**config.mk**
```make
export PLATFORM = sky130hd
export DESIGN_NAME = ds18b20_sched
export DESIGN_NICKNAME = d
export VERILOG_FILES = /design/src/rtl/ds18b20_sched_pkg.sv /design/src/rtl/ds18b20_poll_timer.sv /design/src/rtl/ds18b20_sched.sv
export SDC_FILE = /design/constraint.sdc
export NUM_CORES = 1
export LEC_CHECK = 0
export ABC_AREA = 1
export BUFFER_PORTS_ARGS = -buffer_cell sky130_fd_sc_hd__buf_2
export CAP_MARGIN = 0
export CORE_ASPECT_RATIO = 0.8
export CORE_UTILIZATION = 54
export CTS_CLUSTER_DIAMETER = 60
export CTS_CLUSTER_SIZE = 16
export DETAILED_ROUTE_END_ITERATION = 10
export PLACE_DENSITY = 0.77
export SLEW_MARGIN = 20
export SYNTH_ARGS = -nofsm -noshare
export SYNTH_HDL_FRONTEND = slang
export SYNTH_SLANG_ARGS = --single-unit
```
**constraint.sdc**
```tcl
create_clock -name sys_clk -period 1.5 [get_ports sys_clk]
set_clock_uncertainty 0.1 [all_clocks]
set_input_delay 0.15 -clock sys_clk [delete_from_list [all_inputs] [get_ports sys_clk]]
set_output_delay 0.15 -clock sys_clk [all_outputs]
set_load 0.005 [all_outputs]
```
**src/rtl/ds18b20_sched_pkg.sv**
```systemverilog
// Shared definitions for the DS18B20 transaction scheduler: engine command
// codes, ROM/function opcodes, FSM state encoding and the per-state command.
package ds18b20_sched_pkg;

    localparam logic [1:0] OW_CMD_RESET = 2'b00;
    localparam logic [1:0] OW_CMD_WRITE = 2'b01;
    localparam logic [1:0] OW_CMD_READ  = 2'b10;

    localparam logic [7:0] DS_SKIP_ROM  = 8'hCC;
    localparam logic [7:0] DS_CONVERT_T = 8'h44;
    localparam logic [7:0] DS_READ_SCR  = 8'hBE;

    typedef enum logic [3:0] {
        IDLE      = 4'd0,
        RST1      = 4'd1,
        SKIP1     = 4'd2,
        CONV      = 4'd3,
        WAIT_CONV = 4'd4,
        RST2      = 4'd5,
        SKIP2     = 4'd6,
        RDSCR     = 4'd7,
        RD_LSB    = 4'd8,
        RD_MSB    = 4'd9,
        DONE      = 4'd10
    } state_t;

    typedef struct packed {
        logic [1:0] cmd;
        logic [7:0] wdata;
    } ow_op_t;

    function automatic logic is_cmd_state(state_t s);
        return !(s == IDLE || s == WAIT_CONV || s == DONE);
    endfunction

    // Command and payload presented to the engine while sitting in a state;
    // non-command states present RESET/00 so the bus stays at its idle value.
    function automatic ow_op_t state_op(state_t s);
        ow_op_t op;
        op.cmd   = OW_CMD_RESET;
        op.wdata = 8'h00;
        case (s)
            SKIP1, SKIP2: begin
                op.cmd   = OW_CMD_WRITE;
                op.wdata = DS_SKIP_ROM;
            end
            CONV: begin
                op.cmd   = OW_CMD_WRITE;
                op.wdata = DS_CONVERT_T;
            end
            RDSCR: begin
                op.cmd   = OW_CMD_WRITE;
                op.wdata = DS_READ_SCR;
            end
            RD_LSB, RD_MSB: op.cmd = OW_CMD_READ;
            default: ;
        endcase
        return op;
    endfunction

endpackage

```
**src/rtl/ds18b20_poll_timer.sv**
```systemverilog
// Free-running poll period counter; emits a one-cycle tick at each wrap and
// sits at zero whenever polling is disabled.
module ds18b20_poll_timer #(
    parameter int POLL_CYC = 50_000_000
) (
    input  logic sys_clk,
    input  logic sys_rst_n,
    input  logic auto_en,
    output logic tick
);

    localparam int CNT_W = $clog2(POLL_CYC + 1);
    localparam logic [CNT_W-1:0] CNT_LAST = CNT_W'(POLL_CYC - 1);

    logic [CNT_W-1:0] cnt_reg;
    logic [CNT_W-1:0] cnt_next;

    always_comb begin
        tick     = auto_en && (cnt_reg == CNT_LAST);
        cnt_next = cnt_reg + 1'b1;
        if (!auto_en || tick) begin
            cnt_next = '0;
        end
    end

    always_ff @(posedge sys_clk or negedge sys_rst_n) begin
        if (!sys_rst_n) begin
            cnt_reg <= '0;
        end else begin
            cnt_reg <= cnt_next;
        end
    end

endmodule

```
**src/rtl/ds18b20_sched.sv**
```systemverilog
// DS18B20 measurement scheduler: sequences reset/skip/convert/read-scratchpad
// commands to an external 1-wire bit engine and publishes the raw temperature.
module ds18b20_sched
    import ds18b20_sched_pkg::*;
#(
    parameter int CONV_WAIT_CYC = 37_500_000,
    parameter int POLL_CYC      = 50_000_000,
    parameter int MAX_TRY       = 3
) (
    input  logic        sys_clk,
    input  logic        sys_rst_n,
    input  logic        start,
    input  logic        auto_en,
    input  logic        ow_ready,
    input  logic        ow_done,
    input  logic        ow_presence,
    input  logic [7:0]  ow_rdata,
    output logic        ow_req,
    output logic [1:0]  ow_cmd,
    output logic [7:0]  ow_wdata,
    output logic [15:0] temp_raw,
    output logic        temp_valid,
    output logic        busy,
    output logic        err_nopres
);

    localparam int WAIT_W = $clog2(CONV_WAIT_CYC + 1);
    localparam int TRY_W  = $clog2(MAX_TRY + 1);
    localparam logic [WAIT_W-1:0] WAIT_LAST = WAIT_W'(CONV_WAIT_CYC - 1);

    state_t              state_reg, state_next;
    logic                issued_reg, issued_next;
    logic [TRY_W-1:0]    try_reg, try_next;
    logic [WAIT_W-1:0]   wait_reg, wait_next;
    logic [7:0]          lsb_reg, lsb_next;
    logic [15:0]         temp_raw_reg, temp_raw_next;
    logic                err_reg, err_next;
    logic                pending_reg, pending_next;
    logic                tick;
    logic                launch;
    logic                got_done;
    ow_op_t              op;

    ds18b20_poll_timer #(
        .POLL_CYC (POLL_CYC)
    ) u_poll_timer (
        .sys_clk   (sys_clk),
        .sys_rst_n (sys_rst_n),
        .auto_en   (auto_en),
        .tick      (tick)
    );

    always_comb begin
        state_next    = state_reg;
        issued_next   = issued_reg;
        try_next      = try_reg;
        wait_next     = wait_reg;
        lsb_next      = lsb_reg;
        temp_raw_next = temp_raw_reg;
        err_next      = err_reg;
        launch        = 1'b0;
        op            = state_op(state_reg);
        // issued_reg gates ow_done so stray completions are ignored
        ow_req        = is_cmd_state(state_reg) && !issued_reg && ow_ready;
        got_done      = issued_reg && ow_done;

        if (ow_req) begin
            issued_next = 1'b1;
        end
        if (got_done) begin
            issued_next = 1'b0;
        end

        case (state_reg)
            IDLE: begin
                if (pending_reg) begin
                    launch     = 1'b1;
                    try_next   = '0;
                    state_next = RST1;
                end
            end
            RST1, RST2: begin
                if (got_done) begin
                    if (ow_presence) begin
                        state_next = (state_reg == RST1) ? SKIP1 : SKIP2;
                    end else if (int'(try_reg) + 1 >= MAX_TRY) begin
                        err_next   = 1'b1;
                        state_next = IDLE;
                    end else begin
                        try_next   = try_reg + 1'b1;
                        state_next = RST1;
                    end
                end
            end
            SKIP1:  if (got_done) state_next = CONV;
            CONV:   if (got_done) state_next = WAIT_CONV;
            WAIT_CONV: begin
                if (wait_reg == WAIT_LAST) begin
                    wait_next  = '0;
                    state_next = RST2;
                end else begin
                    wait_next  = wait_reg + 1'b1;
                end
            end
            SKIP2:  if (got_done) state_next = RDSCR;
            RDSCR:  if (got_done) state_next = RD_LSB;
            RD_LSB: begin
                if (got_done) begin
                    lsb_next   = ow_rdata;
                    state_next = RD_MSB;
                end
            end
            RD_MSB: begin
                if (got_done) begin
                    temp_raw_next = {ow_rdata, lsb_reg};
                    state_next    = DONE;
                end
            end
            DONE: begin
                err_next   = 1'b0;
                state_next = IDLE;
            end
            default: state_next = IDLE;
        endcase

        // Requests arriving while one is already pending or running collapse into one
        pending_next = launch ? 1'b0 : (pending_reg | start | tick);
    end

    always_ff @(posedge sys_clk or negedge sys_rst_n) begin
        if (!sys_rst_n) begin
            state_reg    <= IDLE;
            issued_reg   <= 1'b0;
            try_reg      <= '0;
            wait_reg     <= '0;
            lsb_reg      <= 8'h00;
            temp_raw_reg <= 16'h0000;
            err_reg      <= 1'b0;
            pending_reg  <= 1'b0;
        end else begin
            state_reg    <= state_next;
            issued_reg   <= issued_next;
            try_reg      <= try_next;
            wait_reg     <= wait_next;
            lsb_reg      <= lsb_next;
            temp_raw_reg <= temp_raw_next;
            err_reg      <= err_next;
            pending_reg  <= pending_next;
        end
    end

    assign ow_cmd     = op.cmd;
    assign ow_wdata   = op.wdata;
    assign temp_raw   = temp_raw_reg;
    assign temp_valid = (state_reg == DONE);
    assign busy       = (state_reg != IDLE);
    assign err_nopres = err_reg;

endmodule

```
==> impl_metrics.csv, run 1 <==
group,metric,value,unit
run_status,status,"did not finish",
run_status,stop_stage,"global routing",
run_status,firstError,"[ERROR GRT-0232] Routing congestion too high. Check the congestion heatmap in the GUI.",
synthesis,synth.ff_latch_count,85,
die,die_h,86.42,um
clock_network,htree_levels,3,
synthesis,yosysSeqAreaShare,0.4421,
synthesis,synth_warnings,0,
timing,worstEndpointType,"register input",
clock_network,cts_buffers,9,
place,io_buffers,43,
synthesis,synth.distinct_cells,34,
synthesis,yosys-top-cells-count,"nand2_1, nor2_1, dfrtp_1, inv_1, nand3_1",
clock_network,cts_num_sinks,85,
synthesis,synth_top_family_by_area,"simple AND/OR/NAND/NOR gates",
clock_network,cts.path.max_buffers,2,
synthesis,ys_async_sr_fraction,1.000,
synthesis,synth-adder-area-share,0.01040,
place,gp_congestion,0.9941,
global_routing,grt_usage,0.6883,
synthesis,muxShareOfSynthArea,0.02185,
global_routing,grt_start_max_net_pins,36,
die,row_count,30,
global_routing,grt_overflow,2,
die,initial_utilization,0.5621,
synthesis,synth_area,4811,um^2
synthesis,synth_compound_area_frac,0.04941,
synthesis,syn_inst,663,
synthesis,synth.avg_cell_area,7.256,um^2
synthesis,synth_flop_cell,"dfrtp_1",
synthesis,yosysTopAreaCellShare,0.4421,
clock_network,clock-root-buffer,"clkbuf_8",
die,io_pins,45,
place,dp_hpwl,9011,um
synthesis,synth-xor-area-share,0.03095,
synthesis,yosysMostFrequentCell,"nand2_1",
synthesis,synth_fp_nets,682,
synthesis,ys_top_cells_by_area,"dfrtp_1, nand2_1, nor2_1",
die,chipWidth,107.5,um
timing,crit_endpoint,"wait_reg[5]$_DFFE_PN0P_/D",
synthesis,yosys.area_share.simple,0.3560,
synthesis,synth_top_area_cell,"dfrtp_1",
place,post_dp_cell_area,5859,um^2
synthesis,synth_enable_flop_cells,0,
## what timing repair did
item,in CTS
setup buffers,40
endpoints found under the setup margin,77
hold buffers,13
pin swaps,66
endpoints found under the hold margin,104
cloned,3
resized for setup,163
## per-layer routing
layer  GRT usage  GRT overflow
met1      0.7271             0
met2      0.8730             1
met3      0.4774             0
met4      0.6563             1
met5      0.1923             0
## logic make-up after synthesis
group | after synthesis
AO/OA/AOI/OAI | 45
XOR/XNOR | 17
adder cells (fa/ha/maj) | 4
multiplexers | 8
AND/OR/NAND/NOR | 401
flip-flops | 85
other | 1
buffers and inverters | 102
## per-stage QoR
stage | worst slack [ns] | std cells | util | hold slack [ns]
floorplan | -0.002210 | 663 | - | -0.2456
global placement | -0.08002 | 897 | 0.6846 | -0.03239
detailed placement | -0.1991 | 897 | 0.6846 | -0.02093
CTS | -0.2126 | 966 | 0.8322 | 0.07067
==> run 2, diff against run 1 <==
--- a/config.mk
+++ b/config.mk
@@ -8,12 +8,9 @@
 export ABC_AREA = 1
 export BUFFER_PORTS_ARGS = -buffer_cell sky130_fd_sc_hd__buf_2
 export CAP_MARGIN = 0
-export CORE_ASPECT_RATIO = 0.8
-export CORE_UTILIZATION = 54
-export CTS_CLUSTER_DIAMETER = 60
-export CTS_CLUSTER_SIZE = 16
+export CORE_UTILIZATION = 40
 export DETAILED_ROUTE_END_ITERATION = 10
-export PLACE_DENSITY = 0.77
+export PLACE_DENSITY_LB_ADDON = 0.15
 export SLEW_MARGIN = 20
 export SYNTH_ARGS = -nofsm -noshare
 export SYNTH_HDL_FRONTEND = slang
==> constraint.sdc (replaced) <==
create_clock -name sys_clk -period 1.95 [get_ports sys_clk]
set_clock_uncertainty 0.1 [all_clocks]
set_input_delay 0.195 -clock sys_clk [delete_from_list [all_inputs] [get_ports sys_clk]]
set_output_delay 0.195 -clock sys_clk [all_outputs]
set_load 0.005 [all_outputs]
==> run 2 against run 1 <==
Compared with the run above: area after synthesis unchanged; synthesized cell count unchanged; the run now ends clean.
==> impl_metrics.csv, run 2 <==
group,metric,value,unit
run_status,status,"complete, no violations",
synthesis,synth_warnings,0,
clock_network,cts.path.max_buffers,2,
timing,rsz0062_at_grt,"false",
clock_network,cts_num_sinks,85,
timing,final_max_slew_viol_count,0,
timing,final.period_utilization,0.9106,
global_routing,grt-busiest-layer,"met2",
power_and_ir_drop,max-vdd-ir-drop,0.0007093,V
setup_path,reg2reg_depth,9,
final_layout,diodes,0,
synthesis,yosysTopAreaCellShare,0.4421,
setup_path,path_class,"reg2out",
clock_network,clock_latency,0.35,ns
global_routing,grt_start_max_net_pins,43,
drt,routed_wl,10810,um
final_layout,drive_gt1_frac,0.1240,
timing,hold_slack,0.009573,ns
job,cap_violations,0,
final_layout,layout_commonest_cell,"nand2_1",
clock_network,htree_levels,3,
place,dpl.cell_count,842,
clock_network,cts_buffers,9,
setup_path,endpoint_kind,"output port",
clock_network,cts_resized,0,
die,chipWidth,111.7,um
synthesis,yosysSeqAreaShare,0.4421,
die,row_count,39,
setup_path,cp.required,1.65,ns
clock_network,path_clk_slew,0.07,ns
synthesis,yosys-top-cells-count,"nand2_1, nor2_1, dfrtp_1, inv_1, nand3_1",
global_routing,grt_usage,0.1914,
drt,vias_per_cell,4.823,
clock_network,cts_tree,"yes",
timing,report.final.hold_viol_count,0,
synthesis,ys_async_sr_fraction,1.000,
synthesis,synth_flop_cell,"dfrtp_1",
timing,fmaxAchievable,563.2,MHz
drt,ant_nets,0,
global_routing,grt_overflow,0,
drt,dr.pass1.iters,7,
final_layout,final_cell_mix,"nand2_1, nor2_1, inv_1, dfrtp_1, nand3_1",
global_routing,grt_pass1_wl,19140,um
synthesis,synth_fp_nets,682,
final_layout,fill_cells,1121,
die,initial_utilization,0.4160,
final_layout,layout.nets,732,
place,post_dp_cell_area,5192,um^2
power_and_ir_drop,p_per_area,981.7,nW/um^2
timing,setup-violations-final,0,
place,gp_congestion,0.9107,
die,io_pins,45,
synthesis,yosysMostFrequentCell,"nand2_1",
synthesis,syn_inst,663,
drt,drc,0,
drt,vias,4153,
drt,avgRoutedWirePerCell,12.56,um
place,io_buffers,43,
place,dp_hpwl,8210,um
synthesis,synth.ff_latch_count,85,
die,die_area,12470,um^2
timing,tns,0,ns
clock_network,cts_setup_buffers,0,
synthesis,synth_top_area_cell,"dfrtp_1",
drt,first_iter_violations,287,
synthesis,ys_top_cells_by_area,"dfrtp_1, nand2_1, nor2_1",
setup_path,worstPathArrival,1.48,ns
timing,period_needed,1.776,ns
clock_network,clock-root-buffer,"clkbuf_16",
global_routing,grt_util_met1,0.2724,
global_routing,grtUsageMet3,0.03538,
final_layout,stdcell_area,5532,um^2
global_routing,grt_pass1_vias,3998,
setup_path,cp_max_fo,9,
die,die_h,111.7,um
global_routing,use_met2,0.2923,
synthesis,synth.avg_cell_area,7.256,um^2
die,core-area,11560,um^2
synthesis,synth_enable_flop_cells,0,
setup_path,startpoint_type,"flip-flop",
synthesis,synth.distinct_cells,34,
min_path,min_path_type,"in2reg",
global_routing,antenna_found_initial,0,
final_layout,area_growth,14.98,%
clock_network,cts_hold_repair.buffers,3,
min_path,holdPathStages,3,
synthesis,synth_area,4811,um^2
power_and_ir_drop,power,5.431,mW
power_and_ir_drop,leakage,2.773,nW
final_layout,instances_no_fill,861,
-- run 2: worst max-delay path: stages, from the launching register on --
cell and delay, ns:
dfrtp_1 0.51, inv_1 0.15, nor2_1 0.14, nand2_1 0.09, nand4_1 0.09, inv_1 0.04, buf_2 0.12
-- run 2: area by class of cell --
type | count | area (um^2) | area share
Timing Repair Buffer | 53 | 325.3 | 0.05881
Multi-Input combinational cell | 476 | 2258 | 0.4083
Sequential cell | 85 | 2127 | 0.3845
Inverter | 88 | 332.8 | 0.06017
Clock buffer | 9 | 225.2 | 0.04071
Clock inverter | 7 | 83.83 | 0.01515
Tap cell | 143 | 178.9 | 0.03235
-- run 2: kinds of logic after synthesis --
kind of cell,after synthesis,share of synthesized area
flip-flops,85,0.4421
XOR/XNOR,17,0.03095
other,1,0.0007795
adder cells (fa/ha/maj),4,0.01040
AND/OR/NAND/NOR,401,0.3560
AO/OA/AOI/OAI,45,0.04941
buffers and inverters,102,0.08843
multiplexers,8,0.02185
-- run 2: where the power goes --
group	internal, mW	switching [mW]	total (mW)
clock	0.922	0.822	1.74
combinational	0.567	0.817	1.38
sequential	2.08	0.226	2.30
total	3.57	1.87	5.43
-- run 2: worst paths after layout --
path / start / to / slack (ns)
min in group asynchronous: sys_rst_n / u_poll_timer.cnt_reg[14] / 0.19
setup / recovery: state_reg[1] / ow_req / 0.17
setup reg to reg: wait_reg[0] / wait_reg[22] / 0.19
max in group asynchronous: sys_rst_n / wait_reg[5] / 0.95
hold reg to reg: lsb_reg[0] / lsb_reg[0] / 0.39
hold / removal: ow_rdata[3] / lsb_reg[3] / 0.01
-- run 2: metal layers --
metal / vias to the layer above / routed length, um
met5: - / 0
met4: 0 / 112
met3: 9 / 553
met2: 100 / 4732
met1: 1887 / 5411
li1: 2157 / -
-- run 2: through the flow --
step / utilization / setup WS (ns)
6_report: 0.4783 / 0.1743
5_1_grt: 0.4783 / 0.008203
4_1_cts: 0.4783 / 0.1683
3_5_place_dp: 0.4490 / 0.2017
3_3_place_gp: 0.4490 / 0.2382
2_1_floorplan: - / 0.3582
(Power assumes the default switching activity.)
